<file path="src/rtl/alu_pkg.sv">
// Shared constants for the ALU operand path: op codes, widths, skid states.
// Latency: n/a (package only).
// Backpressure: n/a (package only).
package alu_pkg;

  localparam int ALU_WIDTH = 32;
  localparam int ALU_NREGS = 32;
  localparam int ALU_AW    = $clog2(ALU_NREGS);
  localparam int ALU_CW    = 3;

  // ALU operation codes carried on the control field.
  typedef enum logic [ALU_CW-1:0] {
    ALU_NOP = 3'd0,
    ALU_ADD = 3'd1,
    ALU_SUB = 3'd2,
    ALU_AND = 3'd3,
    ALU_OR  = 3'd4,
    ALU_XOR = 3'd5,
    ALU_SLT = 3'd6,
    ALU_SLL = 3'd7
  } alu_op_e;

  // Skid buffer occupancy: nothing held, main entry only, main plus skid.
  localparam logic [1:0] ST_EMPTY = 2'd0;
  localparam logic [1:0] ST_ONE   = 2'd1;
  localparam logic [1:0] ST_TWO   = 2'd2;

endpackage

</file>
<file path="src/rtl/regfile_2r1w.sv">
// Register file, 2 combinational read ports, 1 synchronous write port, R0 = 0.
// Latency: reads are combinational; writes land at the next clk edge.
// Backpressure: none; every write with we=1 is taken, reset clears all entries.
module regfile_2r1w #(
  parameter int WIDTH = 32,
  parameter int NREGS = 32,
  parameter int AW    = $clog2(NREGS)
) (
  input  logic             clk,
  input  logic             rst_n,
  input  logic [AW-1:0]    raddr0,
  output logic [WIDTH-1:0] rdata0,
  input  logic [AW-1:0]    raddr1,
  output logic [WIDTH-1:0] rdata1,
  input  logic             we,
  input  logic [AW-1:0]    waddr,
  input  logic [WIDTH-1:0] wdata
);

  logic [WIDTH-1:0] mem_q [NREGS];

  // Storage: synchronous clear wins over writes; R0 is never written.
  always_ff @(posedge clk) begin
    if (!rst_n) begin
      for (int i = 0; i < NREGS; i++) begin
        mem_q[i] <= '0;
      end
    end else if (we && (waddr != '0)) begin
      mem_q[waddr] <= wdata;
    end
  end

  // Read ports: R0 is forced to zero regardless of storage contents.
  always_comb begin
    rdata0 = '0;
    rdata1 = '0;
    if (raddr0 != '0) rdata0 = mem_q[raddr0];
    if (raddr1 != '0) rdata1 = mem_q[raddr1];
  end

endmodule

</file>
<file path="src/rtl/alu_operand_stage.sv">
// Operand fetch for the ALU: register read with write bypass into a 2-entry skid buffer.
// Latency: an op accepted at cycle N is presented with out_valid=1 at cycle N+1.
// Backpressure: in_ready is registered and drops only when main and skid are both full.
module alu_operand_stage
  import alu_pkg::*;
#(
  parameter int WIDTH = ALU_WIDTH,
  parameter int NREGS = ALU_NREGS,
  parameter int AW    = $clog2(NREGS)
) (
  input  logic             clk,
  input  logic             rst_n,
  input  logic             in_valid,
  output logic             in_ready,
  input  logic [AW-1:0]    in_rs0,
  input  logic [AW-1:0]    in_rs1,
  input  logic [AW-1:0]    in_rd,
  input  logic [2:0]       in_control,
  input  logic             wb_en,
  input  logic [AW-1:0]    wb_addr,
  input  logic [WIDTH-1:0] wb_data,
  output logic             out_valid,
  input  logic             out_ready,
  output logic [WIDTH-1:0] operand0,
  output logic [WIDTH-1:0] operand1,
  output logic [2:0]       control,
  output logic [AW-1:0]    out_rd
);

  logic [1:0]       state_q, state_d;
  logic             in_ready_q, in_ready_d;

  // Main entry drives the outputs; skid holds the second op under backpressure.
  logic [WIDTH-1:0] main_op0_q, main_op0_d;
  logic [WIDTH-1:0] main_op1_q, main_op1_d;
  logic [2:0]       main_ctl_q, main_ctl_d;
  logic [AW-1:0]    main_rd_q,  main_rd_d;
  logic [WIDTH-1:0] skid_op0_q, skid_op0_d;
  logic [WIDTH-1:0] skid_op1_q, skid_op1_d;
  logic [2:0]       skid_ctl_q, skid_ctl_d;
  logic [AW-1:0]    skid_rd_q,  skid_rd_d;

  logic [WIDTH-1:0] rf_rdata0, rf_rdata1;
  logic [WIDTH-1:0] fetch_op0, fetch_op1;
  logic             accept, issue;

  regfile_2r1w #(
    .WIDTH (WIDTH),
    .NREGS (NREGS),
    .AW    (AW)
  ) u_regfile (
    .clk    (clk),
    .rst_n  (rst_n),
    .raddr0 (in_rs0),
    .rdata0 (rf_rdata0),
    .raddr1 (in_rs1),
    .rdata1 (rf_rdata1),
    .we     (wb_en),
    .waddr  (wb_addr),
    .wdata  (wb_data)
  );

  assign accept = in_valid && in_ready_q;
  assign issue  = out_valid && out_ready;

  // Operand select: a same-cycle writeback to a nonzero source overrides storage.
  always_comb begin
    fetch_op0 = rf_rdata0;
    fetch_op1 = rf_rdata1;
    if (wb_en && (wb_addr == in_rs0) && (in_rs0 != '0)) fetch_op0 = wb_data;
    if (wb_en && (wb_addr == in_rs1) && (in_rs1 != '0)) fetch_op1 = wb_data;
  end

  // Skid control: decide occupancy and which entry loads what, keeping FIFO order.
  always_comb begin
    state_d    = state_q;
    main_op0_d = main_op0_q;
    main_op1_d = main_op1_q;
    main_ctl_d = main_ctl_q;
    main_rd_d  = main_rd_q;
    skid_op0_d = skid_op0_q;
    skid_op1_d = skid_op1_q;
    skid_ctl_d = skid_ctl_q;
    skid_rd_d  = skid_rd_q;

    case (state_q)
      ST_EMPTY: begin
        if (accept) begin
          main_op0_d = fetch_op0;
          main_op1_d = fetch_op1;
          main_ctl_d = in_control;
          main_rd_d  = in_rd;
          state_d    = ST_ONE;
        end
      end
      ST_ONE: begin
        if (accept && !issue) begin
          // Main must hold still for the stalled consumer; park the new op.
          skid_op0_d = fetch_op0;
          skid_op1_d = fetch_op1;
          skid_ctl_d = in_control;
          skid_rd_d  = in_rd;
          state_d    = ST_TWO;
        end else if (accept && issue) begin
          // Back-to-back streaming: replace main in the same cycle it leaves.
          main_op0_d = fetch_op0;
          main_op1_d = fetch_op1;
          main_ctl_d = in_control;
          main_rd_d  = in_rd;
        end else if (issue) begin
          state_d = ST_EMPTY;
        end
      end
      ST_TWO: begin
        // in_ready is low here, so only the older skid entry can advance.
        if (issue) begin
          main_op0_d = skid_op0_q;
          main_op1_d = skid_op1_q;
          main_ctl_d = skid_ctl_q;
          main_rd_d  = skid_rd_q;
          state_d    = ST_ONE;
        end
      end
      default: begin
        state_d = ST_EMPTY;
      end
    endcase

    in_ready_d = (state_d != ST_TWO);
  end

  // State and payload registers; reset discards any buffered ops.
  always_ff @(posedge clk) begin
    if (!rst_n) begin
      state_q    <= ST_EMPTY;
      in_ready_q <= 1'b1;
      main_op0_q <= '0;
      main_op1_q <= '0;
      main_ctl_q <= ALU_NOP;
      main_rd_q  <= '0;
      skid_op0_q <= '0;
      skid_op1_q <= '0;
      skid_ctl_q <= ALU_NOP;
      skid_rd_q  <= '0;
    end else begin
      state_q    <= state_d;
      in_ready_q <= in_ready_d;
      main_op0_q <= main_op0_d;
      main_op1_q <= main_op1_d;
      main_ctl_q <= main_ctl_d;
      main_rd_q  <= main_rd_d;
      skid_op0_q <= skid_op0_d;
      skid_op1_q <= skid_op1_d;
      skid_ctl_q <= skid_ctl_d;
      skid_rd_q  <= skid_rd_d;
    end
  end

  assign in_ready  = in_ready_q;
  assign out_valid = (state_q != ST_EMPTY);
  assign operand0  = main_op0_q;
  assign operand1  = main_op1_q;
  assign control   = main_ctl_q;
  assign out_rd    = main_rd_q;

endmodule

</file>
<file path="config.mk">
export PLATFORM = sky130hd
export DESIGN_NAME = alu_operand_stage
export DESIGN_NICKNAME = d
export VERILOG_FILES = /design/src/rtl/alu_pkg.sv /design/src/rtl/regfile_2r1w.sv /design/src/rtl/alu_operand_stage.sv
export SDC_FILE = /design/constraint.sdc
export NUM_CORES = 2
export LEC_CHECK = 0
export ABC_CLOCK_PERIOD_IN_PS = 4100
export CORE_MARGIN = 10
export CORE_UTILIZATION = 45
export CTS_CLUSTER_SIZE = 12
export DETAILED_ROUTE_END_ITERATION = 8
export PLACE_DENSITY = 0.74
export SLEW_MARGIN = 20
export SYNTH_ARGS = -nofsm -noshare
export SYNTH_HDL_FRONTEND = slang
export SYNTH_SLANG_ARGS = --single-unit
</file>
<file path="constraint.sdc">
create_clock -name clk -period 4.1 [get_ports clk]
set_input_delay 0.41 -clock clk [delete_from_list [all_inputs] [get_ports clk]]
set_output_delay 0.41 -clock clk [all_outputs]
set_load 0.02 [all_outputs]
</file>
Word-level counts from Yosys, hierarchy flattened
Memory sizes are Yosys's and may differ from the RTL's.
Cells that the tools add are included.
Word-level totals
  input bits: 60
  RAM bits: 1024
  register bits after elaboration: 147
  output and inout port bits: 74
  memories kept: 1
Memories
  u_regfile.mem_q: words 32, width 32, rd ports 2, clocked after memory_dff 0, wr ports 32, line regfile_2r1w.sv:20  | logic [WIDTH-1:0] mem_q [NREGS];
Operators by class
  equal/unequal tests: 9
  reduce and logical (&&, ||, !) cells: 19
  muxes and demuxes: 37
Operators with widths (count)
  two-way mux 32 bit: 13
  case mux 32 bit (3 select lines): 2
  OR reduction 32 bit: 1
  two-way mux 5 bit: 5
  case mux 5 bit (3 select lines): 1
  nonzero test 5 bit: 3
  two-way mux 3 bit: 4
  == test 5 bit: 2
  two-way mux 2 bit: 5
  != test 2 bit (second input constant): 5
  logical AND 1 bit: 9
  case mux 3 bit (3 select lines): 1
  case mux 2 bit (3 select lines): 1
  two-way mux 1 bit: 5
  AND reduction 5 bit: 1
  nonzero test 3 bit: 1
  == test 2 x 1 -> 1 bit (second input constant): 1
  == test 2 bit (second input constant): 1
  zero test 2 bit: 1
  AND reduction 2 bit: 1
  nonzero test 2 bit: 1
  zero test 1 bit: 1

Longest topological paths before layout
  word-level depth: 7
  depth in mapped cells: 12
  depth with buffers taken out: 6

By module
From an unflattened synthesis, not the netlist that was laid out.
Second synthesis, totals
  cells, all modules: 4663
  area total of the unflattened synthesis: 62568.8 um2
Modules (own cells, without submodules)
  regfile_2r1w: instances 1, sequential area each 30749.5 um2, cells an instance 3658, area each 54589.9 um2
  alu_operand_stage: instances 1, sequential area each 2942.8 um2, cells an instance 1005, area each 7978.9 um2

Least setup slack after synthesis
OpenSTA, ideal clock, no wires.
  kind: in2reg
  start: input port wb_addr[2]
  end: memory u_regfile.mem_q[28][0], enable pin
  stages: 6
  arrival: 3615 ps
  slack: 19 ps
  path buffers: 3
  library setup time: 466 ps
  cells stage by stage: clkbuf_1 > or3_1 > clkbuf_1 > nand3b_1 > buf_2 > o21ai_0
RTL lines
  start: declaration: line alu_operand_stage.sv:20  | input logic [AW-1:0] wb_addr,
  end: declaration: line regfile_2r1w.sv:20

Worst setup path in the final report
  start: input port in_rs1[3]
  end: register main_op1_q[26], in the netlist operand1[26]
On the way
  word-level cells in the longest chain between the ends: 7
RTL lines
  start: declaration: line alu_operand_stage.sv:16  | input logic [AW-1:0] in_rs1,
  parallel branches: the longest is 3 deep, another holds memory read (32 x 32 bit)
  two-way mux 32 bit (*): line alu_operand_stage.sv:71  | if (wb_en && (wb_addr == in_rs1) && (in_rs1 != '0)) fetch_op1 = wb_data;
  two-way mux 32 bit: line alu_operand_stage.sv:104  | end else if (accept && issue) begin
  two-way mux 32 bit: line alu_operand_stage.sv:97  | if (accept && !issue) begin
  case mux 32 bit (3 select lines) (*): line alu_operand_stage.sv:86  | case (state_q)
  end signal: assignment: line alu_operand_stage.sv:149  | main_op1_q <= main_op1_d;
  end: declaration: line alu_operand_stage.sv:35  | logic [WIDTH-1:0] main_op1_q, main_op1_d;
Mark *: on every way between the ends. The select of a mux whose other input is x is not followed.
A chain may end at the register's enable or synchronous reset.

==> out/metrics.yaml <==
sta:
  period_share: 0.741
  maxSlewHeadroom: 0.231
  final_max_slew_viol_count: 0
  tns_ns: 0
  min_period_ns: 3.04
  final_hold_viol_count: 0
  worst_pin_slew_ns: 1.15
  fin_hold_ws_ns: 0.257
  max_freq_mhz: 329
  setup_viol: 0
  grt_setup_unrepaired: "false"
  fin_skew_ns: 0.0243
die:
  start_util: 0.452
  rows: 135
  die-area_um2: 151000
  core_um2: 135000
  die_w_um: 388
  die_h_um: 388
  pin_count: 134
synthesis:
  ys_ff_latch: 1171
  syn_avg_cell_area_um2: 13.3
  async_reset_ff_frac: 0
  synth_common_cells: "edfxtp_1 (1,024), and2_1 (997), mux2i_1 (442)"
  postSynthCellCount: 4605
  synth_top_area_frac: 0.503
  yosys-top-cells-area: "edfxtp_1 (50%), mux4_2 (12%), and2_1 (10%)"
  ys.warnings.count: 0
  ys.flop_type: "edfxtp_1"
  synthDistinctLibCells: 56
  synth.largest_area_cell: "edfxtp_1"
  syn_area_um2: 61100
  seq_area_frac_synth: 0.551
  synth_edf_count: 1024
  yosysMostFrequentCell: "edfxtp_1"
worst_hold_path:
  hold_path.startpoint: "in_rd[3]"
  hold_class: "input port to flop"
cts:
  clockBufferDepth: 3
  h-tree-depth: 3
  ctsHoldBuffers: 0
  clkSinkCount: 1171
  clk_latency_ns: 0.74
  cts_root_buffer: "clkbuf_16"
  tritoncts: "done"
  cts_setup_buffers: 0
  cts_buffers: 119
  cts.clk_slew.worst_paths_ns: 0.06
  cts_resized: 0
critical_path:
  crit_start: "in_rs1[3]"
  worstPathArrival_ns: 3.65
  endpoint_kind: "flop"
  start_kind: "input port"
  r2r_start: "state_q[1]"
  required_ns: 4.71
  critPathKind: "input port to flop"
  critPathMaxFanout: 18
global_routing:
  grt_max_degree: 119
  grt_pass1_wl_um: 309000
  first_global_vias: 43200
  antenna_found_initial: 18
  grt_usage: 0.280
  grt-ovfl-total: 0
cells_and_area:
  fill_cells: 11100
  area.growth.synth_to_final_pct: 12.9
  final_nets: 4680
  utilization: 0.510
  drive_above_1_share: 0.177
route:
  route.detailed.drc: 0
  avgViaCountPerCell: 6.79
  dr.first_iter.drc_count: 7756
  dr.pass1.iters: 6
  wl_per_cell_um: 33.7
  vias: 44100
  wl_um: 219000
  drtAntennaViolNets: 0
pwr:
  power_density_nw_per_um2: 414
  finalPower_uw: 28500
  vdd_drop_max_mv: 0.403
  p_leak_uw: 0.0244
status:
  outcome: "finished, final reports clean"
placed_design:
  place_hpwl_um: 133000
  io_buffer_count: 133
  gp_congestion: 0.946
flow_run:
  maxCapViolCount: 0
[placed cells by master, fill, tap and decap left out, types with 19 or more instances in the layout]
cell type        instances
clkdlybuf4s50_1        112
o221ai_1                34
dfxtp_1                147
o21ai_0                109
buf_12                  40
o22ai_1                130
and2_1                 996
a32oi_1                 40
a22oi_1                143
o21ai_4                 31
clkbuf_1                41
nor2_1                  71
mux2i_1                442
nor4_1                  30
o311ai_1                23
nor3_1                  26
a21oi_1                130
a211oi_1                45
nor2_4                  19
o31a_1                  24
a22oi_2                 23
and3_1                  24
o21ai_1                 50
conb_1                  32
edfxtp_1              1024
clkbuf_16              124
nor2_2                  19
mux4_2                 322
nand2_1                116
buf_4                  178
[critical path, cell delays in order]
cell and delay, ns:
clkdlybuf4s50_1 0.90, or3b_2 0.44, buf_4 0.45, o21ai_0 0.19, nor4_1 0.71, a211oi_1 0.19
a22oi_1 0.23, o21ai_1 0.11
[final timing paths]
check / endpoint / slack [ns] / depth (start not counted)
min reg2reg: skid_ctl_q[0] / 0.45 / 2
max: operand1[26] / 1.06 / 8
max reg2reg: operand1[8] / 1.57 / 6
min: skid_rd_q[3] / 0.26 / 3
[stage by stage]
step                      instances  area [µm²]  setup slack, ns
after CTS                      6493       69000             1.27
final                          6499       69000             1.06
after floorplan                4636       61200           0.0192
after global placement         6280       65300            0.498
after detailed placement       6280       65200            0.501
after global routing           6494       68900             1.02
[power by group]
group / switching (µW) / leakage, µW / total [µW] / internal (µW)
Combinational: 2350 / 0.0116 / 3780 / 1430
Clock: 4650 / 0.00183 / 10700 / 6030
Sequential: 448 / 0.0110 / 14100 / 13600
Total: 7450 / 0.0244 / 28500 / 21100
[cell type report]
class	count	area (µm²)	share of cell area
clock inverter	29	259	0.00376
inverter	5	20.0	0.000290
multi-input combinational	2976	25900	0.375
clock buffer	184	3470	0.0504
timing repair buffer	347	3390	0.0492
antenna	6	15.0	0.000218
sequential	1171	33700	0.489
tap	1781	2230	0.0323
[routing by layer]
metal	vias up	routed length, µm	track usage
met1	21900	75600	0.354
met5	-	86	0
met2	3882	95500	0.419
li1	17500	-	-
met4	12	11600	0.134
met3	808	36100	0.111
[cell families (layout without fill, tap and decap cells)]
kind of cell           count (synthesis)  in the layout  synth area share
multiplexers                         764            764             0.191
AND/OR/NAND/NOR                     1356           1356             0.130
other                                  1             38         0.0000614
AO/OA/AOI/OAI                        816            816            0.0893
flip-flops                          1171           1171             0.551
XOR/XNOR                               8              8           0.00115
buffers and inverters                489            565            0.0369
[state kept, by name, indices dropped and copies added (netlist names)]
register / cells
control: 3
out_rd: 5
in_ready: 1
skid_ctl_q: 3
operand1: 32
skid_rd_q: 5
u_regfile.mem_q: 1024
skid_op0_q: 32
state_q: 2
operand0: 32
skid_op1_q: 32
Note: power is estimated with default switching activity, not from simulation.
